<file path="src/rtl/cpu_pkg.sv">
// Shared definitions for the 4-bit processor: opcodes, ALU/bus selects,
// sequencer state encoding and the EXECUTE-cycle strobe bundle.
package cpu_pkg;

  localparam int unsigned OPW   = 4;
  localparam int unsigned DW    = 4;
  localparam int unsigned ALU_W = 2;
  localparam int unsigned BUS_W = 2;

  localparam logic [3:0] OP_JC    = 4'h0;
  localparam logic [3:0] OP_JNC   = 4'h1;
  localparam logic [3:0] OP_CMPI  = 4'h2;
  localparam logic [3:0] OP_CMPM  = 4'h3;
  localparam logic [3:0] OP_LIT   = 4'h4;
  localparam logic [3:0] OP_IN    = 4'h5;
  localparam logic [3:0] OP_LD    = 4'h6;
  localparam logic [3:0] OP_ST    = 4'h7;
  localparam logic [3:0] OP_JZ    = 4'h8;
  localparam logic [3:0] OP_JNZ   = 4'h9;
  localparam logic [3:0] OP_ADDI  = 4'hA;
  localparam logic [3:0] OP_ADDM  = 4'hB;
  localparam logic [3:0] OP_JMP   = 4'hC;
  localparam logic [3:0] OP_OUT   = 4'hD;
  localparam logic [3:0] OP_NANDI = 4'hE;
  localparam logic [3:0] OP_NANDM = 4'hF;

  localparam logic [ALU_W-1:0] ALU_PASS = 2'd0;
  localparam logic [ALU_W-1:0] ALU_ADD  = 2'd1;
  localparam logic [ALU_W-1:0] ALU_SUB  = 2'd2;
  localparam logic [ALU_W-1:0] ALU_NAND = 2'd3;

  localparam logic [BUS_W-1:0] BUS_NONE    = 2'd0;
  localparam logic [BUS_W-1:0] BUS_OPERAND = 2'd1;
  localparam logic [BUS_W-1:0] BUS_RAM     = 2'd2;
  localparam logic [BUS_W-1:0] BUS_IN      = 2'd3;

  typedef enum logic {
    ST_FETCH   = 1'b0,
    ST_EXECUTE = 1'b1
  } state_t;

  typedef struct packed {
    logic             pc_load;
    logic             acc_en;
    logic             flags_en;
    logic             ram_we;
    logic             out_we;
    logic [ALU_W-1:0] alu_sel;
    logic [BUS_W-1:0] bus_sel;
  } exec_ctl_t;

  localparam exec_ctl_t EXEC_IDLE = '{
    pc_load:  1'b0,
    acc_en:   1'b0,
    flags_en: 1'b0,
    ram_we:   1'b0,
    out_we:   1'b0,
    alu_sel:  ALU_PASS,
    bus_sel:  BUS_NONE
  };

endpackage

</file>
<file path="src/rtl/instr_decoder.sv">
// Combinational opcode decode into the EXECUTE-cycle strobe bundle;
// conditional jumps resolve against the live carry/zero flags.
module instr_decoder
  import cpu_pkg::*;
#(
  parameter int unsigned OPW = 4
) (
  input  logic [OPW-1:0] opcode,
  input  logic           c_flag,
  input  logic           z_flag,
  output exec_ctl_t      ctl
);

  always_comb begin
    ctl = EXEC_IDLE;
    case (opcode)
      OPW'(OP_JC):    ctl.pc_load = c_flag;
      OPW'(OP_JNC):   ctl.pc_load = ~c_flag;
      OPW'(OP_CMPI): begin
        ctl.alu_sel  = ALU_SUB;
        ctl.bus_sel  = BUS_OPERAND;
        ctl.flags_en = 1'b1;
      end
      OPW'(OP_CMPM): begin
        ctl.alu_sel  = ALU_SUB;
        ctl.bus_sel  = BUS_RAM;
        ctl.flags_en = 1'b1;
      end
      OPW'(OP_LIT): begin
        ctl.bus_sel = BUS_OPERAND;
        ctl.acc_en  = 1'b1;
      end
      OPW'(OP_IN): begin
        ctl.bus_sel = BUS_IN;
        ctl.acc_en  = 1'b1;
      end
      OPW'(OP_LD): begin
        ctl.bus_sel = BUS_RAM;
        ctl.acc_en  = 1'b1;
      end
      OPW'(OP_ST):    ctl.ram_we  = 1'b1;
      OPW'(OP_JZ):    ctl.pc_load = z_flag;
      OPW'(OP_JNZ):   ctl.pc_load = ~z_flag;
      OPW'(OP_ADDI): begin
        ctl.alu_sel  = ALU_ADD;
        ctl.bus_sel  = BUS_OPERAND;
        ctl.acc_en   = 1'b1;
        ctl.flags_en = 1'b1;
      end
      OPW'(OP_ADDM): begin
        ctl.alu_sel  = ALU_ADD;
        ctl.bus_sel  = BUS_RAM;
        ctl.acc_en   = 1'b1;
        ctl.flags_en = 1'b1;
      end
      OPW'(OP_JMP):   ctl.pc_load = 1'b1;
      OPW'(OP_OUT):   ctl.out_we  = 1'b1;
      OPW'(OP_NANDI): begin
        ctl.alu_sel  = ALU_NAND;
        ctl.bus_sel  = BUS_OPERAND;
        ctl.acc_en   = 1'b1;
        ctl.flags_en = 1'b1;
      end
      OPW'(OP_NANDM): begin
        ctl.alu_sel  = ALU_NAND;
        ctl.bus_sel  = BUS_RAM;
        ctl.acc_en   = 1'b1;
        ctl.flags_en = 1'b1;
      end
      default: ctl = EXEC_IDLE;
    endcase
  end

endmodule

</file>
<file path="src/rtl/control_sequencer.sv">
// Fetch/execute control unit: latches the program byte, runs the two-phase
// FSM and drives all datapath strobes (combinational, gated by phase and reset).
module control_sequencer
  import cpu_pkg::*;
#(
  parameter int unsigned OPW = 4,
  parameter int unsigned DW  = 4
) (
  input  logic               clk,
  input  logic               reset,
  input  logic               run,
  input  logic               step,
  input  logic [OPW+DW-1:0]  prog_byte,
  input  logic               c_flag,
  input  logic               z_flag,
  output logic               ir_load,
  output logic               pc_inc,
  output logic               pc_load,
  output logic               acc_en,
  output logic               flags_en,
  output logic [ALU_W-1:0]   alu_sel,
  output logic [BUS_W-1:0]   bus_sel,
  output logic               ram_we,
  output logic               out_we,
  output logic [DW-1:0]      operand,
  output logic               phase
);

  localparam int unsigned IRW = OPW + DW;

  state_t         state;
  state_t         state_nxt;
  logic [IRW-1:0] ir;
  logic           fetch_go;
  exec_ctl_t      dec_ctl;

  assign fetch_go = (state == ST_FETCH) && (run || step);

  always_ff @(posedge clk or posedge reset) begin
    if (reset) state <= ST_FETCH;
    else       state <= state_nxt;
  end

  always_comb begin
    state_nxt = state;
    case (state)
      ST_FETCH:   if (run || step) state_nxt = ST_EXECUTE;
      ST_EXECUTE: state_nxt = ST_FETCH;
      default:    state_nxt = ST_FETCH;
    endcase
  end

  // Instruction register: captured on the FETCH advance edge only
  always_ff @(posedge clk or posedge reset) begin
    if (reset)         ir <= '0;
    else if (fetch_go) ir <= prog_byte;
  end

  instr_decoder #(
    .OPW (OPW)
  ) u_decoder (
    .opcode (ir[IRW-1:DW]),
    .c_flag (c_flag),
    .z_flag (z_flag),
    .ctl    (dec_ctl)
  );

  // Reset overrides everything so an in-flight EXECUTE is aborted at once
  always_comb begin
    ir_load  = 1'b0;
    pc_inc   = 1'b0;
    pc_load  = 1'b0;
    acc_en   = 1'b0;
    flags_en = 1'b0;
    ram_we   = 1'b0;
    out_we   = 1'b0;
    alu_sel  = ALU_PASS;
    bus_sel  = BUS_NONE;
    operand  = '0;
    phase    = 1'b0;
    if (!reset) begin
      operand = ir[DW-1:0];
      case (state)
        ST_FETCH: begin
          ir_load = fetch_go;
          pc_inc  = fetch_go;
        end
        ST_EXECUTE: begin
          phase    = 1'b1;
          pc_load  = dec_ctl.pc_load;
          acc_en   = dec_ctl.acc_en;
          flags_en = dec_ctl.flags_en;
          ram_we   = dec_ctl.ram_we;
          out_we   = dec_ctl.out_we;
          alu_sel  = dec_ctl.alu_sel;
          bus_sel  = dec_ctl.bus_sel;
        end
        default: ;
      endcase
    end
  end

endmodule

</file>
<file path="config.mk">
export PLATFORM = sky130hd
export DESIGN_NAME = control_sequencer
export DESIGN_NICKNAME = d
export VERILOG_FILES = /design/src/rtl/cpu_pkg.sv /design/src/rtl/instr_decoder.sv /design/src/rtl/control_sequencer.sv
export SDC_FILE = /design/constraint.sdc
export NUM_CORES = 1
export LEC_CHECK = 0
export ABC_CLOCK_PERIOD_IN_PS = 1300
export BUFFER_PORTS_ARGS = -buffer_cell sky130_fd_sc_hd__clkbuf_2
export CAP_MARGIN = 20
export CELL_PAD_IN_SITES_DETAIL_PLACEMENT = 2
export CELL_PAD_IN_SITES_GLOBAL_PLACEMENT = 2
export CORE_MARGIN = 2
export CORE_UTILIZATION = 24
export CTS_CLUSTER_DIAMETER = 200
export DETAILED_ROUTE_END_ITERATION = 12
export PLACE_DENSITY = 0.88
export SLEW_MARGIN = 0
export SYNTH_ARGS = -nofsm -noshare
export SYNTH_HDL_FRONTEND = slang
export SYNTH_SLANG_ARGS = --single-unit
</file>
<file path="constraint.sdc">
create_clock -name clk -period 1.3 [get_ports clk]
set_clock_uncertainty 0.05 [all_clocks]
set_input_delay 0.065 -clock clk [delete_from_list [all_inputs] [get_ports clk]]
set_output_delay 0.065 -clock clk [all_outputs]
set_load 0.005 [all_outputs]
</file>
==> impl_results.md <==
* Max incr delay on CP at 0.44 ns
* Kind of cell adding the most delay to the critical path: simple AND/OR/NAND/NOR gates
* Fillers at 252
* Final Critical Period at 1.62 ns
* Dpl hpwl at 1390 um
* Leakage at 0.555 nW
* Worst r2r src: state
* Gr usage total at 16.9%
* H-tree depth at 1
* Share of layout cells above drive strength 1 at 70.7%
* CP Cell Sequence: nand2b_4, or3_1, a311oi_2, buf_2
* Worst path bufs/invs at 1
* Die height at 53.1 um
* Commonest non-fill, non-tap cell in the layout: clkbuf_2
* Die ar. at 2820 um^2
* Tot Pwr at 0.00120 W
* Worst vdd ir at 0.000669 V
* Final hold violation count at 0
* Syn avg cell area at 9.80 um^2
* CP arrival at 1.50 ns
* Fin worst setup slack at -0.319 ns
* Clock share of power at 18.8%
* Overflow after GRT at 0
* NetSw at 0.000399 W
* Max-Slew Margin vs Limit at 86.6%
* Max FO, Critical Path at 4
* Iteration count of the initial detailed-routing pass at 1
* Final antenna-violating net count at 0
* Highest routed layer: met4
* Post-layout nets at 131
* Core area at 2250 um^2
* Fmax at 617 MHz
* Hold Path Origin: run
* CP endpoint kind: primary output
* Violated checks: negative setup slack
* Clock slew at reported path FFs at 0.06 ns
* Metal2 WL at 1220 um
* Seq cells post-synth at 9
* Post-Syn Instances at 59
* Final core occ at 50.3%
* Average via count per standard cell at 4.47
* Number of warnings issued by yosys at 0
* Sum of routed wire segments on met1 at 749 um
* Die X at 53.1 um
* Critical Path RT at 1.19 ns
* Placed Area at 801 um^2
* Routed len/inst at 14.6 um
* PD cells at 1060 nW/um^2
* Commonest non-fill, non-tap cells in the layout: clkbuf_2, buf_4, dlygate4sd3_1, buf_6
* IO Port Bufs at 29
* Comb power frac at 49.1%
* CP startpoint: ir[7]
* Num CTS Buffers at 3
* Iteration-0 DRC count of the detailed router at 0
* Library cells used by synthesis at 27
* Root Driver: clkbuf_4
* Routed length on met3 at 96 um
* Mapped Nets at 73
* Tightest Hold Check Type: primary input to flop
* Final GP Congestion at 0.636
* Detailed-route DRC error count at 0
* Sequential cell area at 230 um^2
* Slowest library cell on the worst path: dfrtp_2
* Final Max Tran Viols at 0
* Largest area contributor in the netlist: dfrtp_1
* TritonCTS clock tree: done
* Number of global-route vias before repair at 731
* Ant diodes at 0
* I/O Pins at 30
* Deepest clock path buffer count at 2
* Initial Utilization at 25.6%
* Total internal power at 0.000804 W
* Wirelength, routed at 2100 um
* Synthesis-to-finish area growth at 96.1%
* Post-synth top area share at 39.0%
* Clock latency on the worst-skew pair at 0.27 ns
* Setup violations, final at 15
* Largest net degree at the start of global routing at 10
* Least-Margin Pin Slew at 0.200 ns
* Switching Share at 33.2%
* Max-cap violations at 0
* Multi-input logic area at 390 um^2
* Final TNS setup at -1.61 ns
* Synthesized area at 578 um^2
* Fin crit share at 125%
* Row Count at 17
* Final instance area at 1130 um^2
* Register share of total power at 32.0%
* Synth area leaders: dfrtp_1, mux2_2, nor2b_1
* RSZ-0062 raised after global routing: yes
* Initial antenna violation count at 0
* WS Path Type: flop to primary output
* CTS Sinks at 9
* DR vias at 644
* First-pass GRT wire length at 3350 um
* Outcome: complete, but fails checks
* Post-synthesis sequential area ratio at 39.0%
* Startpoint types: flop
## registers in the layout, summed over array words and instances, names as in the netlist
name / cells
ir: 8
state: 1
## metal layers
metal	vias up	global-route usage, %
met1	301	15.7
met5	-	0
met2	26	35.2
li1	314	-
met4	0	7.69
met3	3	1.98
## per-stage QoR
step	hold WS (ns)	worst slack, ns	cells
after global placement	0.0708	0.00330	121
final	0.138	-0.319	144
after floorplan	-0.149	0.0460	59
after CTS	0.130	-0.323	138
after global routing	0.156	-0.372	144
after detailed placement	0.0988	-0.0629	121
## power groups by stage
stage / logic (W) / clock network, W / registers, W
after global placement: 0.000355 / 0 / 0.000372
final: 0.000591 / 0.000227 / 0.000385
after detailed placement: 0.000378 / 0 / 0.000381
after floorplan: 0.000236 / 0 / 0.000353
after CTS: 0.000460 / 0.000229 / 0.000384
after global routing: 0.000642 / 0.000238 / 0.000395
## path summary, 6_finish.rpt
path                       endpoint  slack, ns  cells after the start
setup reg to reg              ir[5]      -0.02                      4
min in group asynchronous     ir[1]       0.44                      4
setup / recovery            pc_load      -0.32                      4
max in group asynchronous     ir[4]       0.61                      4
hold / removal                state       0.14                      4
hold reg to reg               ir[2]       0.45                      1
## worst reg2reg max path, cell delays in order (launching register included)
cell and delay (ns):
dfrtp_1 0.39, o21bai_1 0.13, buf_4 0.19, buf_12 0.12, mux2_2 0.33
## area by class of cell
cell class | instances | share of cell area (%)
clock buffer | 4 | 2.32
timing repair buffer | 58 | 38.9
sequential | 9 | 20.3
tap | 28 | 3.09
inverter | 3 | 0.993
multi-input combinational | 42 | 34.4
## kinds of logic after synthesis
| family | after synthesis | share of synthesized area [%] |
|---|---|---|
| flip-flops | 9 | 39.0 |
| multiplexers | 8 | 15.6 |
| AO/OA/AOI/OAI | 7 | 8.87 |
| buffers and inverters | 8 | 7.58 |
| AND/OR/NAND/NOR | 27 | 29.0 |
## synth_stat cells
library cell,n
and2b_2,1
or3_1,1
buf_4,1
or3b_1,1
nor2_1,3
mux2_2,8
nand4b_1,1
nand2_1,6
dfrtp_1,9
nand2b_1,2
or2_2,1
buf_2,2
o21ai_0,1
nand3b_1,1
o21bai_1,1
inv_1,3
nor3_1,2
a311oi_1,1
nor2b_4,1
nand3_1,1
clkbuf_1,1
a311oi_2,1
nor2b_1,4
buf_6,1
a21oi_1,3
and3_2,1
nand2b_4,1
## timing repair
action,CTS,global route
setup buffers,4,6
hold endpoints to repair,17,0
setup endpoints to repair,11,17
gates cloned,0,0
pin swaps,3,5
hold buffers,9,0
gates resized for setup,11,27
No activity file was read; power rests on OpenSTA's default activity.
